**config.mk**
```make
export PLATFORM = sky130hd
export DESIGN_NAME = mmio_uart_tx
export DESIGN_NICKNAME = d
export VERILOG_FILES = /design/src/rtl/mmio_uart_tx.sv
export SDC_FILE = /design/constraint.sdc
export NUM_CORES = 1
export LEC_CHECK = 0
export ABC_AREA = 1
export BUFFER_PORTS_ARGS = -buffer_cell sky130_fd_sc_hd__buf_2
export CORE_ASPECT_RATIO = 0.6
export CORE_MARGIN = 2
export CORE_UTILIZATION = 56
export DETAILED_ROUTE_END_ITERATION = 12
export PLACE_DENSITY = 0.84
export SETUP_SLACK_MARGIN = 0.02
export SLEW_MARGIN = 20
export SYNTH_ARGS = -nofsm -noshare
export SYNTH_HDL_FRONTEND = slang
export SYNTH_SLANG_ARGS = --single-unit
export TNS_END_PERCENT = 100
```
**constraint.sdc**
```tcl
create_clock -name clk -period 5.3 [get_ports clk]
set_input_delay 0.265 -clock clk [delete_from_list [all_inputs] [get_ports clk]]
set_output_delay 0.265 -clock clk [all_outputs]
set_load 0.01 [all_outputs]
```
**src/rtl/mmio_uart_tx.sv**
```systemverilog
// mmio_uart_tx: memory-mapped UART transmitter; data reg queues bytes into a FIFO, status reg reports {ovf,busy,empty,full}, 8N1 serial out on tx (8E1 when UART_PARITY_EN is defined)
// Ports: clk/reset (sync active-high); wr/reade/addr/wr_data snoop the MEM-stage bus;
//        rd_data (combinational status word), hit (address claimed), tx (registered serial line, idle high)
module mmio_uart_tx #(
  parameter int DM_ADDRESS = 9,
  parameter int DATA_W = 32,
  parameter int FIFO_DEPTH = 4,
  parameter int CLKS_PER_BIT = 16,
  parameter logic [DM_ADDRESS-1:0] TX_ADDR = 9'h1F0,
  parameter logic [DM_ADDRESS-1:0] STAT_ADDR = 9'h1F4
) (
  input  logic                  clk,
  input  logic                  reset,
  input  logic                  wr,
  input  logic                  reade,
  input  logic [DM_ADDRESS-1:0] addr,
  input  logic [DATA_W-1:0]     wr_data,
  output logic [DATA_W-1:0]     rd_data,
  output logic                  hit,
  output logic                  tx
);
  localparam int AW = $clog2(FIFO_DEPTH);
  localparam int CW = $clog2(CLKS_PER_BIT);
`ifdef UART_PARITY_EN
  typedef enum logic [2:0] {IDLE, START, DATA, PARITY, STOP} state_t;
`else
  typedef enum logic [2:0] {IDLE, START, DATA, STOP} state_t;
`endif
  state_t state_q, state_d;
  logic [CW-1:0] cnt_q, cnt_d;
  logic [2:0] idx_q, idx_d;
  logic [7:0] shift_q, shift_d;
  logic tx_q, tx_d;
  logic [AW-1:0] head_q, head_d, tail_q, tail_d;
  logic [AW:0] count_q, count_d;
  logic ovf_q, ovf_d;
  logic [7:0] mem_q [FIFO_DEPTH];
  logic push_req, stat_rd, full, empty, busy, bit_end, push, pop;
  logic unused_wr_data;
  assign unused_wr_data = ^wr_data[DATA_W-1:8];
  assign push_req = wr && addr == TX_ADDR;
  assign stat_rd = reade && addr == STAT_ADDR;
  assign full = count_q == (AW+1)'(FIFO_DEPTH);
  assign empty = count_q == '0;
  assign busy = state_q != IDLE;
  assign bit_end = cnt_q == CW'(CLKS_PER_BIT - 1);
  assign push = push_req && !full;
  // Popping at the last stop-bit cycle keeps queued frames gap-free.
  assign pop = !empty && (state_q == IDLE || (state_q == STOP && bit_end));
  assign hit = (wr || reade) && (addr == TX_ADDR || addr == STAT_ADDR);
  assign rd_data = stat_rd ? {{(DATA_W-4){1'b0}}, ovf_q, busy, empty, full} : '0;
  assign tx = tx_q;
  always_comb begin
    state_d = state_q;
    cnt_d = bit_end ? '0 : cnt_q + CW'(1);
    idx_d = idx_q;
    shift_d = shift_q;
    tx_d = tx_q;
    case (state_q)
      IDLE: begin
        cnt_d = '0;
        tx_d = 1'b1;
      end
      START: if (bit_end) begin
        state_d = DATA;
        idx_d = 3'd0;
        tx_d = shift_q[0];
      end
      DATA: if (bit_end) begin
        if (idx_q == 3'd7) begin
`ifdef UART_PARITY_EN
          state_d = PARITY;
          tx_d = ^shift_q;
`else
          state_d = STOP;
          tx_d = 1'b1;
`endif
        end else begin
          idx_d = idx_q + 3'd1;
          tx_d = shift_q[idx_q + 3'd1];
        end
      end
`ifdef UART_PARITY_EN
      PARITY: if (bit_end) begin
        state_d = STOP;
        tx_d = 1'b1;
      end
`endif
      STOP: if (bit_end) begin
        state_d = IDLE;
        tx_d = 1'b1;
      end
      default: state_d = IDLE;
    endcase
    if (pop) begin
      state_d = START;
      cnt_d = '0;
      shift_d = mem_q[head_q];
      tx_d = 1'b0;
    end
    head_d = pop ? head_q + AW'(1) : head_q;
    tail_d = push ? tail_q + AW'(1) : tail_q;
    count_d = count_q + (AW+1)'(push) - (AW+1)'(pop);
    ovf_d = (push_req && full) || (ovf_q && !stat_rd);
  end
  always_ff @(posedge clk) begin
    if (reset) begin
      state_q <= IDLE;
      cnt_q <= '0;
      idx_q <= '0;
      shift_q <= '0;
      tx_q <= 1'b1;
      head_q <= '0;
      tail_q <= '0;
      count_q <= '0;
      ovf_q <= 1'b0;
    end else begin
      state_q <= state_d;
      cnt_q <= cnt_d;
      idx_q <= idx_d;
      shift_q <= shift_d;
      tx_q <= tx_d;
      head_q <= head_d;
      tail_q <= tail_d;
      count_q <= count_d;
      ovf_q <= ovf_d;
    end
  end
  always_ff @(posedge clk) begin
    if (push) mem_q[tail_q] <= wr_data[7:0];
  end
endmodule

```
==> results of run 1 <==
-- layout by cell type, fill, tap and decap left out, types with 2 or more instances in the layout --
| cell type | netlist | layout |
|---|---|---|
| inv_2 | 8 | 8 |
| conb_1 | 1 | 28 |
| clkinv_1 | 2 | 5 |
| o22ai_1 | 8 | 8 |
| inv_1 | 24 | 24 |
| nand3b_1 | 2 | 2 |
| dfxtp_1 | 26 | 26 |
| o21ai_0 | 17 | 17 |
| nor2_2 | 3 | 3 |
| a21oi_1 | 8 | 8 |
| o21ai_1 | 12 | 12 |
| buf_2 | 4 | 26 |
| nand3_2 | 2 | 2 |
| nor2_1 | 54 | 54 |
| nand4_1 | 4 | 4 |
| nand2_1 | 34 | 34 |
| nand2_2 | 2 | 2 |
| ha_1 | 14 | 14 |
| nand3_1 | 13 | 13 |
| a211oi_1 | 2 | 2 |
| clkbuf_8 | 0 | 11 |
| edfxtp_1 | 32 | 32 |
-- power by group --
part           internal, uW  leakage [uW]  switching (uW)  total (uW)
sequential              528      0.000501            58.5         586
clock                   238     0.0000991             168         406
combinational           157      0.000715             280         437
-- final timing paths --
kind,to,slack [ns],cells after the start
worst min-delay path,mem_q[3][5],0.14,1
worst min register to register,cnt_q[0],0.46,1
worst max-delay path,count_q[2],2.88,15
worst max register to register,count_q[2],2.88,15
-- synthesized netlist by cell type (all sizes together) --
cell type,count
o22ai,8
o21a,1
nand4,4
clkbuf,2
o21bai,1
inv,32
nand3,15
o21ai,29
xnor2,1
a211oi,2
conb,1
nand3b,2
buf,34
nor3,3
fa,1
a21oi,9
edfxtp,32
ha,14
a21boi,1
nand2,37
clkinv,2
nor2,57
nor3b,1
dfxtp,26
-- final cells by class --
type / count / share of cell area
Tap cell: 66 / 0.0263
Inverter: 34 / 0.0406
Timing Repair Buffer: 26 / 0.0414
Clock buffer: 12 / 0.0493
Multi-Input combinational cell: 214 / 0.358
Clock inverter: 4 / 0.0131
Sequential cell: 58 / 0.471
-- sequential cells by signal (all words and copies together) (netlist names) --
signal   flops
idx_q        3
state_q      2
tail_q       2
head_q       2
count_q      3
shift_q      8
mem_q       32
ovf_q        1
tx           1
cnt_q        4
-- through the flow --
stage | instance area [um2] | cells | power [uW]
6_report | 3150 | 414 | 1430
5_1_grt | 3150 | 414 | 1540
4_1_cts | 3150 | 414 | 1430
3_5_place_dp | 2950 | 398 | 1030
3_3_place_gp | 2950 | 398 | 1010
2_1_floorplan | 3000 | 342 | 970
-- kinds of logic after synthesis --
kind of cell / after synthesis
compound gates: 51
xor+xnor: 1
fa+ha+maj: 15
buf+inv: 70
flops: 58
other cells: 1
simple gates: 119
-- layer usage --
metal  up-vias  share of wire
li1       1041              -
met3        14          0.082
met2        77           0.45
met1       964           0.45
met5         -              0
met4         0          0.018
==> impl_metrics.py, run 1 <==
metrics = {
    "clock_network": {
        "cts_buffer_depth": 2,
        "postCtsSetupBuffers": 0,
        "cts_tree": "built",
        "ctsHoldBuffers": 0,
        "cts_sinks": 58,
        "numCtsBuffers": 9,
        "clkTransAtPathRegs_ns": 0.06,
        "cts_root_buf": "clkbuf_8",
        "htree_levels": 3,
        "clk_latency_ns": 0.34,
        "ctsResizeCount": 0,
    },
    "floorplan": {
        "start_util": 0.576,
        "die-height_um": 59.7,
        "io_pins": 79,
        "core_area_mm2": 0.00503,
        "die_w_um": 96.8,
        "die-area_mm2": 0.00578,
        "rows": 20,
    },
    "placed_design": {
        "portBuffers": 26,
        "dpl.hpwl_mm": 3.83,
        "dp_slack_ns": 2.90,
        "gp_congestion": 0.890,
    },
    "global_routing": {
        "overflow": 0,
        "grt.met3_usage": 0.0760,
        "antenna_found_initial": 0,
        "busiest_layer": "met2",
        "grt_pass1_wl_mm": 8.98,
        "grt_max_degree": 20,
        "use_met2": 0.331,
        "grt_pass1_vias": 2002,
        "grtUsageTotal": 0.204,
        "grt_use_met1": 0.252,
    },
    "yosys": {
        "yosysWarningCount": 0,
        "synthAdderAreaFrac": 0.0674,
        "synth_top_family_by_area": "simple AND/OR/NAND/NOR gates",
        "synth_area_mm2": 0.00290,
        "netlist.area_leader.share": 0.332,
        "ys_seq_area_frac": 0.512,
        "synthXorXnorAreaFrac": 0.00303,
        "synth-simple-area-share": 0.185,
        "avgSynthCellArea_um2": 9.19,
        "synth_area_leaders": "edfxtp_1 33%, dfxtp_1 18%, buf_4 7.3%, nor2_1 7.0%, ha_1 6.1%",
        "synth_compound_area_frac": 0.0972,
        "syn_inst": 315,
        "ys_seq_elements": 58,
        "ys_types": 35,
        "synth_top_area_cell": "edfxtp_1",
        "synthMuxAreaShare": 0,
    },
    "power": {
        "power.density_mw_per_mm2": 454,
        "peakVddDrop_v": 0.000245,
        "leakagePower_uw": 0.00131,
    },
    "timing": {
        "slew_viol_final": 0,
        "setup_slack_ns": 2.88,
        "holdWs_ns": 0.138,
        "tightest_slew_ns": 0.835,
        "fmax_ghz": 0.414,
        "rsz0062_at_grt": "no",
        "skew_ns": 0.0105,
        "fin_crit_sh": 0.456,
        "hold_viol_final": 0,
        "layout_min_cycle_time_ns": 2.42,
        "finalSetupTns_ns": 0,
        "finalSetupViolCount": 0,
        "relSlewSlack": 0.441,
    },
    "worst_setup_path": {
        "crit_slowest_cell": "dfxtp_1",
        "max_stage_delay_ns": 0.36,
        "cp.required_ns": 5.58,
        "r2r_start": "cnt_q[0]",
        "end_kind": "flip-flop",
        "worstSetupStartpoint": "cnt_q[0]",
        "crit_fanout": 14,
        "critical_path_class": "reg2reg",
        "crit_family": "adder cells",
        "cp.arrival_ns": 2.69,
        "crit_chain": "ha_1 > nand2_1 > nor2_2 > nand2_1 > nand2_2 > nand2_4 > inv_2 > ha_1 > inv_1 > ha_1 > inv_1 > fa_1 > inv_1 > o21ai_0 > a21oi_1",
        "crit_path_start_kind": "flip-flop",
        "critPathBufInv": 4,
    },
    "detailed_routing": {
        "wire_per_inst_um": 12.6,
        "vias_per_cell": 5.06,
        "remaining_drc_errors": 0,
        "ant_nets": 0,
        "wirelength_mm": 5.23,
        "drtPass1Iterations": 4,
        "drtIter0Drc": 100,
        "via_count": 2096,
    },
    "layout": {
        "syn_to_final_growth_pct": 8.64,
        "antenna_cells": 0,
        "multi_input_area_mm2": 0.00113,
        "drive_gt1_frac": 0.164,
        "nets": 403,
        "fill_cells": 410,
        "regArea_mm2": 0.00148,
        "post-route-util": 0.625,
    },
    "worst_hold_path": {
        "hold_class": "in2reg",
        "min_from": "wr_data[5]",
    },
    "outcome": {
        "status": "finished clean",
    },
    "run": {
        "max_cap_violations": 0,
    },
}
Note: power is estimated with default switching activity, not from simulation.
==> run 2: changes to the inputs <==
- ABC_AREA: 1 -> 0
- CORE_UTILIZATION: 56 -> 47
- PLACE_DENSITY: 0.84 -> 0.76
- clock period: 5.3 -> 2 ns (I/O delays scaled with it)
==> impl_metrics.py, run 2 <==
metrics = {
    "outcome": {
        "status": "finished, violations left",
        "violations": "setup timing",
    },
    "worst_setup_path": {
        "end_kind": "flip-flop",
        "worstSetupStartpoint": "state_q[0]",
        "crit_slowest_cell": "dfxtp_4",
        "cpMostUsedCell": "ha_4",
        "crit_path_start_kind": "flip-flop",
        "r2r-end": "count_q[2]",
        "r2r_start": "state_q[0]",
        "cp.required_ns": 2.22,
        "r2r_slack_ns": -0.08,
        "max_stage_delay_ns": 0.39,
        "reg2reg_depth": 12,
        "crit_chain": "inv_4 > ha_4 > a41oi_2 > nor2_2 > ha_4 > inv_2 > ha_4 > inv_2 > fa_2 > xor2_1 > xnor2_1 > nor2_1",
        "cp.arrival_ns": 2.30,
        "critical_path_class": "reg2reg",
        "crit_fanout": 4,
    },
    "detailed_routing": {
        "wirelength_mm": 4.99,
        "via_count": 1754,
        "ant_nets": 0,
        "drtIter0Drc": 54,
        "drtPass1Iterations": 4,
        "wire_per_inst_um": 13.3,
        "vias_per_cell": 4.66,
        "remaining_drc_errors": 0,
    },
    "layout": {
        "final_common_cell": "edfxtp_1",
        "syn_to_final_growth_pct": 26.8,
        "antenna_cells": 0,
        "max_flop_register": "mem_q",
        "fill_cells": 444,
        "final-instance-count-excl-fill": 376,
        "final_cell_mix": "32 x edfxtp_1, 28 x conb_1, 26 x buf_2",
        "drive_gt1_frac": 0.324,
        "reg_top3": "mem_q: 32 flops, shift_q: 8 flops, cnt_q: 4 flops",
        "largest_reg_flops": 32,
        "post-route-util": 0.624,
        "nets": 351,
    },
    "timing": {
        "holdWs_ns": 0.174,
        "layout_min_cycle_time_ns": 2.08,
        "slew_viol_final": 0,
        "fin_crit_sh": 1.04,
        "fmax_ghz": 0.482,
        "rsz0062_at_grt": "yes",
        "setup_slack_ns": -0.0768,
        "hold_viol_final": 0,
        "finalSetupTns_ns": -0.0768,
        "skew_ns": 0.0105,
        "finalSetupViolCount": 1,
    },
    "clock_network": {
        "clk_latency_ns": 0.35,
        "cts_sinks": 58,
        "numCtsBuffers": 9,
        "cts_tree": "built",
        "clkTransAtPathRegs_ns": 0.07,
        "cts_buffer_depth": 2,
        "htree_levels": 3,
        "cts_root_buf": "clkbuf_8",
    },
    "yosys": {
        "synth_area_leaders": "edfxtp_1 35%, dfxtp_1 19%, buf_4 7.6%, mux4_2 6.5%, ha_1 6.3%",
        "ys_seq_elements": 58,
        "netlist.area_leader.share": 0.347,
        "synth_top_area_cell": "edfxtp_1",
        "async_flop_share": 0,
        "ys_seq_area_frac": 0.535,
        "yosysWarningCount": 0,
        "synth_flop_cell": "edfxtp_1",
        "synth_edf_count": 32,
        "syn_inst": 231,
        "synth_area_mm2": 0.00277,
        "avgSynthCellArea_um2": 12.0,
        "synth_common_cells": "32 x edfxtp_1, 28 x buf_4, 26 x dfxtp_1",
        "ys_types": 43,
        "synth_most_common_cell": "edfxtp_1",
    },
    "power": {
        "peakVddDrop_v": 0.000622,
        "power.density_mw_per_mm2": 1170,
        "leakagePower_uw": 0.00135,
        "p_total_uw": 4110,
    },
    "floorplan": {
        "die_w_um": 103,
        "start_util": 0.492,
        "core_area_mm2": 0.00562,
        "die-height_um": 63.4,
        "die-area_mm2": 0.00654,
        "rows": 21,
        "io_pins": 79,
    },
    "global_routing": {
        "grt_pass1_wl_mm": 8.15,
        "grt_pass1_vias": 1758,
        "antenna_found_initial": 0,
        "overflow": 0,
        "grt_max_degree": 25,
        "grtUsageTotal": 0.171,
    },
    "placed_design": {
        "dp.cells": 349,
        "gp_congestion": 0.776,
        "portBuffers": 26,
        "dpl.hpwl_mm": 3.42,
    },
    "run": {
        "max_cap_violations": 0,
    },
    "worst_hold_path": {
        "min_from": "reset",
        "hold_path_end": "idx_q[1]",
        "whs_path_depth": 2,
        "hold_class": "in2reg",
    },
}
==> run 2: cell count changes after synthesis, moves of 7 or more <==
cell,previous run,this run
nor2_1,54,19
inv_1,24,9
o22ai_1,8,0
inv_2,8,0
nand3_1,13,3
o21ai_1,12,0
o21ai_0,17,1
mux2i_1,0,7
mux4_2,0,8
nand2_1,34,21
==> run 2: layer usage <==
layer,up-vias,global-route usage,wire (um)
li1,882,-,-
met1,819,0.205,2210
met2,41,0.276,2420
met3,12,0.0633,261
met4,0,0.0740,97
met5,-,0,0
==> run 2: cells by family (layout without fill, tap and decap cells) <==
kind of cell / count (synthesis) / after routing / synth area share
AO/OA/AOI/OAI: 21 / 21 / 0.0484
adder cells (fa/ha/maj): 15 / 15 / 0.0705
flip-flops: 58 / 58 / 0.535
AND/OR/NAND/NOR: 68 / 68 / 0.124
buffers and inverters: 45 / 83 / 0.103
XOR/XNOR: 7 / 7 / 0.0222
other: 1 / 28 / 0.00135
multiplexers: 16 / 16 / 0.0958
==> run 2: worst max-delay path by stage <==
stage                 end  depth (start not counted)
2_1_floorplan  count_q[2]                         13
3_3_place_gp   count_q[2]                         13
3_5_place_dp   count_q[2]                         13
4_1_cts        count_q[2]                         12
5_1_grt        count_q[2]                         12
6_report       count_q[2]                         12
==> run 2: layout make-up <==
cell class / count / area (um2) / area share
multi-input combinational: 155 / 1190 / 0.340
clock inverter: 6 / 115 / 0.0328
inverter: 10 / 46.3 / 0.0132
sequential: 58 / 1490 / 0.425
clock buffer: 10 / 128 / 0.0364
timing repair buffer: 57 / 433 / 0.123
tap: 80 / 100 / 0.0285
==> run 2: through the flow <==
stage	worst slack (ns)	instance area, um2
2_1_floorplan	-0.225	2940
3_3_place_gp	-0.293	3110
3_5_place_dp	-0.428	3110
4_1_cts	-0.0826	3480
5_1_grt	-0.189	3510
6_report	-0.0768	3510
==> run 2: repair_timing <==
item,in CTS,in global routing
pin swaps,8,2
setup buffers,2,1
resized for setup,12,4
hold buffers,8,0
cloned,0,0
setup endpoints to repair,2,5
endpoints found under the hold margin,32,0
==> run 2: worst max-delay path: cells and delay by family (launching register included) <==
family | cells | cell delay [ns]
simple gates | 2 | 0.13
flops | 1 | 0.39
compound gates | 1 | 0.16
xor+xnor | 2 | 0.33
buf+inv | 3 | 0.14
fa+ha+maj | 4 | 0.81
==> run 2: power by group <==
group	switching, uW	internal [uW]	total (uW)
Clock	479	831	1310
Combinational	630	638	1270
Sequential	129	1410	1540
